$ cat src/rtl/dff_pipe.sv
// dff_pipe: WIDTH-bit, DEPTH-stage stallable delay line with per-stage
// valid flags, flush, selectable tap and occupancy count.
module dff_pipe #(
  parameter int              WIDTH   = 8,
  parameter int              DEPTH   = 4,
  parameter logic [WIDTH-1:0] RST_VAL = '0
) (
  input  logic                       clk,
  input  logic                       rst,
  input  logic                       en,
  input  logic                       flush,
  input  logic [WIDTH-1:0]           d,
  input  logic                       d_valid,
  input  logic [$clog2(DEPTH)-1:0]   tap_sel,
  output logic [WIDTH-1:0]           q,
  output logic                       q_valid,
  output logic [WIDTH-1:0]           tap_q,
  output logic                       tap_valid,
  output logic [$clog2(DEPTH+1)-1:0] occupancy
);

  localparam int TW = $clog2(DEPTH);
  localparam int OW = $clog2(DEPTH+1);

  logic [WIDTH-1:0] data_q [DEPTH];
  logic [WIDTH-1:0] data_d [DEPTH];
  logic [DEPTH-1:0] valid_q;
  logic [DEPTH-1:0] valid_d;

  // Flush only clears the flags; data keeps whatever it held.
  always_comb begin
    data_d  = data_q;
    valid_d = valid_q;
    if (flush) begin
      valid_d = '0;
    end else if (en) begin
      data_d[0] = d;
      for (int i = 1; i < DEPTH; i++) begin
        data_d[i] = data_q[i-1];
      end
      valid_d = {valid_q[DEPTH-2:0], d_valid};
    end
  end

  always_ff @(posedge clk) begin
    if (rst) begin
      for (int i = 0; i < DEPTH; i++) begin
        data_q[i] <= RST_VAL;
      end
      valid_q <= '0;
    end else begin
      data_q  <= data_d;
      valid_q <= valid_d;
    end
  end

  assign q       = data_q[DEPTH-1];
  assign q_valid = valid_q[DEPTH-1];

  // Out-of-range selects (non-power-of-2 DEPTH) fall through to defaults.
  always_comb begin
    tap_q     = RST_VAL;
    tap_valid = 1'b0;
    for (int i = 0; i < DEPTH; i++) begin
      if (tap_sel == TW'(i)) begin
        tap_q     = data_q[i];
        tap_valid = valid_q[i];
      end
    end
  end

  always_comb begin
    occupancy = '0;
    for (int i = 0; i < DEPTH; i++) begin
      occupancy = occupancy + OW'(valid_q[i]);
    end
  end

endmodule
$ cat config.mk
export PLATFORM = sky130hd
export DESIGN_NAME = dff_pipe
export DESIGN_NICKNAME = d
export VERILOG_FILES = /design/src/rtl/dff_pipe.sv
export SDC_FILE = /design/constraint.sdc
export NUM_CORES = 1
export LEC_CHECK = 0
export CAP_MARGIN = 20
export CORE_MARGIN = 2
export CORE_UTILIZATION = 36
export DETAILED_ROUTE_END_ITERATION = 10
export PLACE_DENSITY_LB_ADDON = 0.15
export REMOVE_ABC_BUFFERS = 1
export SYNTH_ARGS = -nofsm -noshare
export SYNTH_HDL_FRONTEND = slang
export SYNTH_SLANG_ARGS = --single-unit
$ cat constraint.sdc
create_clock -name clk -period 1.8 [get_ports clk]
set_input_delay 0.18 -clock clk [delete_from_list [all_inputs] [get_ports clk]]
set_output_delay 0.18 -clock clk [all_outputs]
set_load 0.05 [all_outputs]
==> results.md <==
- Cell chain of the critical path: inv_2 -> fa_1 -> inv_2 -> ha_4 -> ha_4 -> buf_12
- Die ar.: 5270 µm²
- Min cycle time layout: 1980 ps
- Ys Warns: 0
- Max-cap viol count: 0
- Crit Path Max Fanout: 2
- Detail Route Antenna Nets: 0
- Internal power: ~1.2 mW
- Failing checks: negative setup slack
- Vias per cell: 5.02
- Worst-skew pair later-pin latency: 280 ps
- Count of input and output buffers: 35
- Period utilization: 110%
- Fin. Hold Viols: 0
- Slew headroom: 66.6%
- WP data arrival: 1800 ps
- Final Max Slew Viols: 0
- Final WL: about 3600 µm
- Post-cts hold buffer count: 0
- ANT cells: 0
- Nature of the critical path endpoint: primary output
- Largest stage delay, worst path: between 500 and 600 ps
- Most frequent cells in the layout: nand2_1, dfxtp_1, clkdlybuf4s50_1
- Area growth, synth to finish: 29.5%
- Commonest non-fill, non-tap cell in the layout: nand2_1
- Sw Share: 24.2%
- Number of global-route vias before repair: 1296
- Initial antenna violation count: 0
- Actual slew at the worst max-slew pin: roughly 500 ps
- CP Launch Type: flip-flop
- Setup CP Type: reg2out
- Avg Synthesized Cell Area: 9.35 µm²
- Clk sinks: 36
- Number of nets in the layout: about 230
- Fillers: 420
- DRC viols: 0
- Post-Syn Area: 1690 µm²
- Synth Instances: around 180
- CTS tree: yes
- RSZ-0062 raised after global routing: true
- Buf+Inv Stages, Crit Path: 3
- Pre-CTS WS: -14.6 ps
- Worst path slowest cell: fa_1
- Die Width: 72.6 µm
- IO Count: 36
- Metal2 WL: 1750 µm
- FP Rows: 24
- Post-Route Setup TNS: -280 ps
- #FFs+latches synth: 36
- Dpl hpwl: 2380 µm
- Wire length on met3: 205 µm
- Die height: 72.6 µm
- Initial Util: 38.1%
- Highest metal used: met4
- Metal-1 WL: between 1500 and 2000 µm
- CTS H-tree depth: 2
- Core Region: approximately 4400 µm²
- CP delay by family, top: adder cells
- P_sw: between 0.3 and 0.4 mW
- Aggregate global-route resource usage: 14.7%
- Clk pwr share: a little over a third
- Share of cells above drive strength 1: around a third
- Pin count of the biggest net entering global routing: 33
- Clk root buf: clkbuf_8
- CTS buffer count: 5
- Hold Path Class: in2reg
- Cell variety after synth: 16
- Clock Path Buffers: 2
- Leak Pwr: 0.765 nW
- Worst Clk Skew: between 5 and 6 ps
- Avg WL per Cell: 13.9 µm
- CP required: 1620 ps
- Seq pwr share: 51.7%
- First-pass GRT wire length: about 6000 µm
- Combinational fraction of design power: 11.7%
- Worst-path clk slew: roughly 70 ps
- Multi-input logic area: approximately 800 µm²
- Remaining global-route overflow: 0
- Post-synthesis sequential area ratio: 42.6%
- PD cells: 723 nW/µm²
- Status: finished with violations
- DR pass1 iterations: 4
- Register area: 724 µm²
- Worst VDD drop: 0.000430 V
- DR iter-0 viols: 50
- Timing-limited maximum frequency: around 0.51 GHz
- GP Congestion: approximately 0.77
- Setup Viol. Count Final: 3
- Via count: about 1300
- Worst setup margin: -178 ps
## through the flow
step,utilization [%],hold WS [ps],instance area [µm²],cells,power [mW]
final,49.3,340,2190,262,1.59
after global routing,49.3,339,2190,262,1.65
after CTS,49.3,341,2190,262,1.61
after detailed placement,46.3,461,2060,253,1.02
after global placement,46.3,453,2060,253,1.02
after floorplan,-,242,1540,159,0.907
## cell families (layout without fill, tap and decap cells)
group | count (synthesis) | after routing | share of synthesized area [%]
fa+ha+maj | 3 | 3 | 2.66
simple gates | 70 | 70 | 16.3
mux | 13 | 13 | 14.3
compound gates | 32 | 32 | 13.9
flops | 36 | 36 | 42.6
buf+inv | 27 | 56 | 10.2
## sequential cells by signal, summed over array words and instances, names as in the netlist
name,flops
data_q,24
q,8
valid_q,4
## synthesized netlist by cell type
cell / number / area [µm²]
mux4_2: 9 / 203
mux2i_1: 4 / 40.0
inv_1: 5 / 18.8
buf_4: 9 / 67.6
buf_2: 6 / 30.0
a21oi_1: 12 / 60.1
dfxtp_1: 36 / 721
ha_1: 2 / 25.0
nand2_1: 64 / 240
a21oi_2: 20 / 175
and2b_1: 1 / 7.51
buf_6: 4 / 45.0
fa_1: 1 / 20.0
nand2b_2: 1 / 8.76
nor3_1: 4 / 20.0
clkbuf_1: 3 / 11.3
## path summary, 6_finish.rpt
| check | startpoint | endpoint | slack, ps | cells past startpoint |
|---|---|---|---|---|
| worst min register to register | data_q[23] | data_q[15] | 470 | 2 |
| worst max register to register | valid_q[1] | valid_q[2] | 1030 | 3 |
| worst max-delay path | valid_q[1] | occupancy[1] | -180 | 6 |
| worst min-delay path | rst | q[3] | 340 | 2 |
## layout make-up
| type | instances | share of cell area (%) |
|---|---|---|
| clock inverters | 2 | 0.457 |
| well taps | 52 | 2.97 |
| clock buffers | 6 | 3.77 |
| inverters | 5 | 0.856 |
| repair buffers | 43 | 21.3 |
| flip-flops and latches | 36 | 33.0 |
| multi-input cells | 118 | 37.6 |
## power groups by stage
stage          registers [mW]  logic, mW  clock network [mW]
2_1_floorplan           0.835     0.0723                   0
3_3_place_gp            0.836      0.182                   0
3_5_place_dp            0.837      0.184                   0
4_1_cts                 0.819      0.188               0.598
5_1_grt                 0.820      0.198               0.635
6_report                0.819      0.185               0.581
## worst register-to-register path: cells and delay by family, from the launching register on
family                 cells  cell delay, ps
buffers and inverters      1             140
DFF                        1             330
muxes                      1             120
and+or+nand+nor            1              60
## routing by layer
layer / GRT usage [%] / vias up
met5: 0 / -
met4: 5.56 / 0
met3: 3.87 / 6
met2: 24.2 / 46
met1: 18.5 / 621
li1: - / 643
## repair_timing
item,CTS,global route
pin swaps,2,1
setup buffers,1,0
resized for setup,9,0
setup endpoints to repair,3,3
No activity file was read; power rests on OpenSTA's default activity.
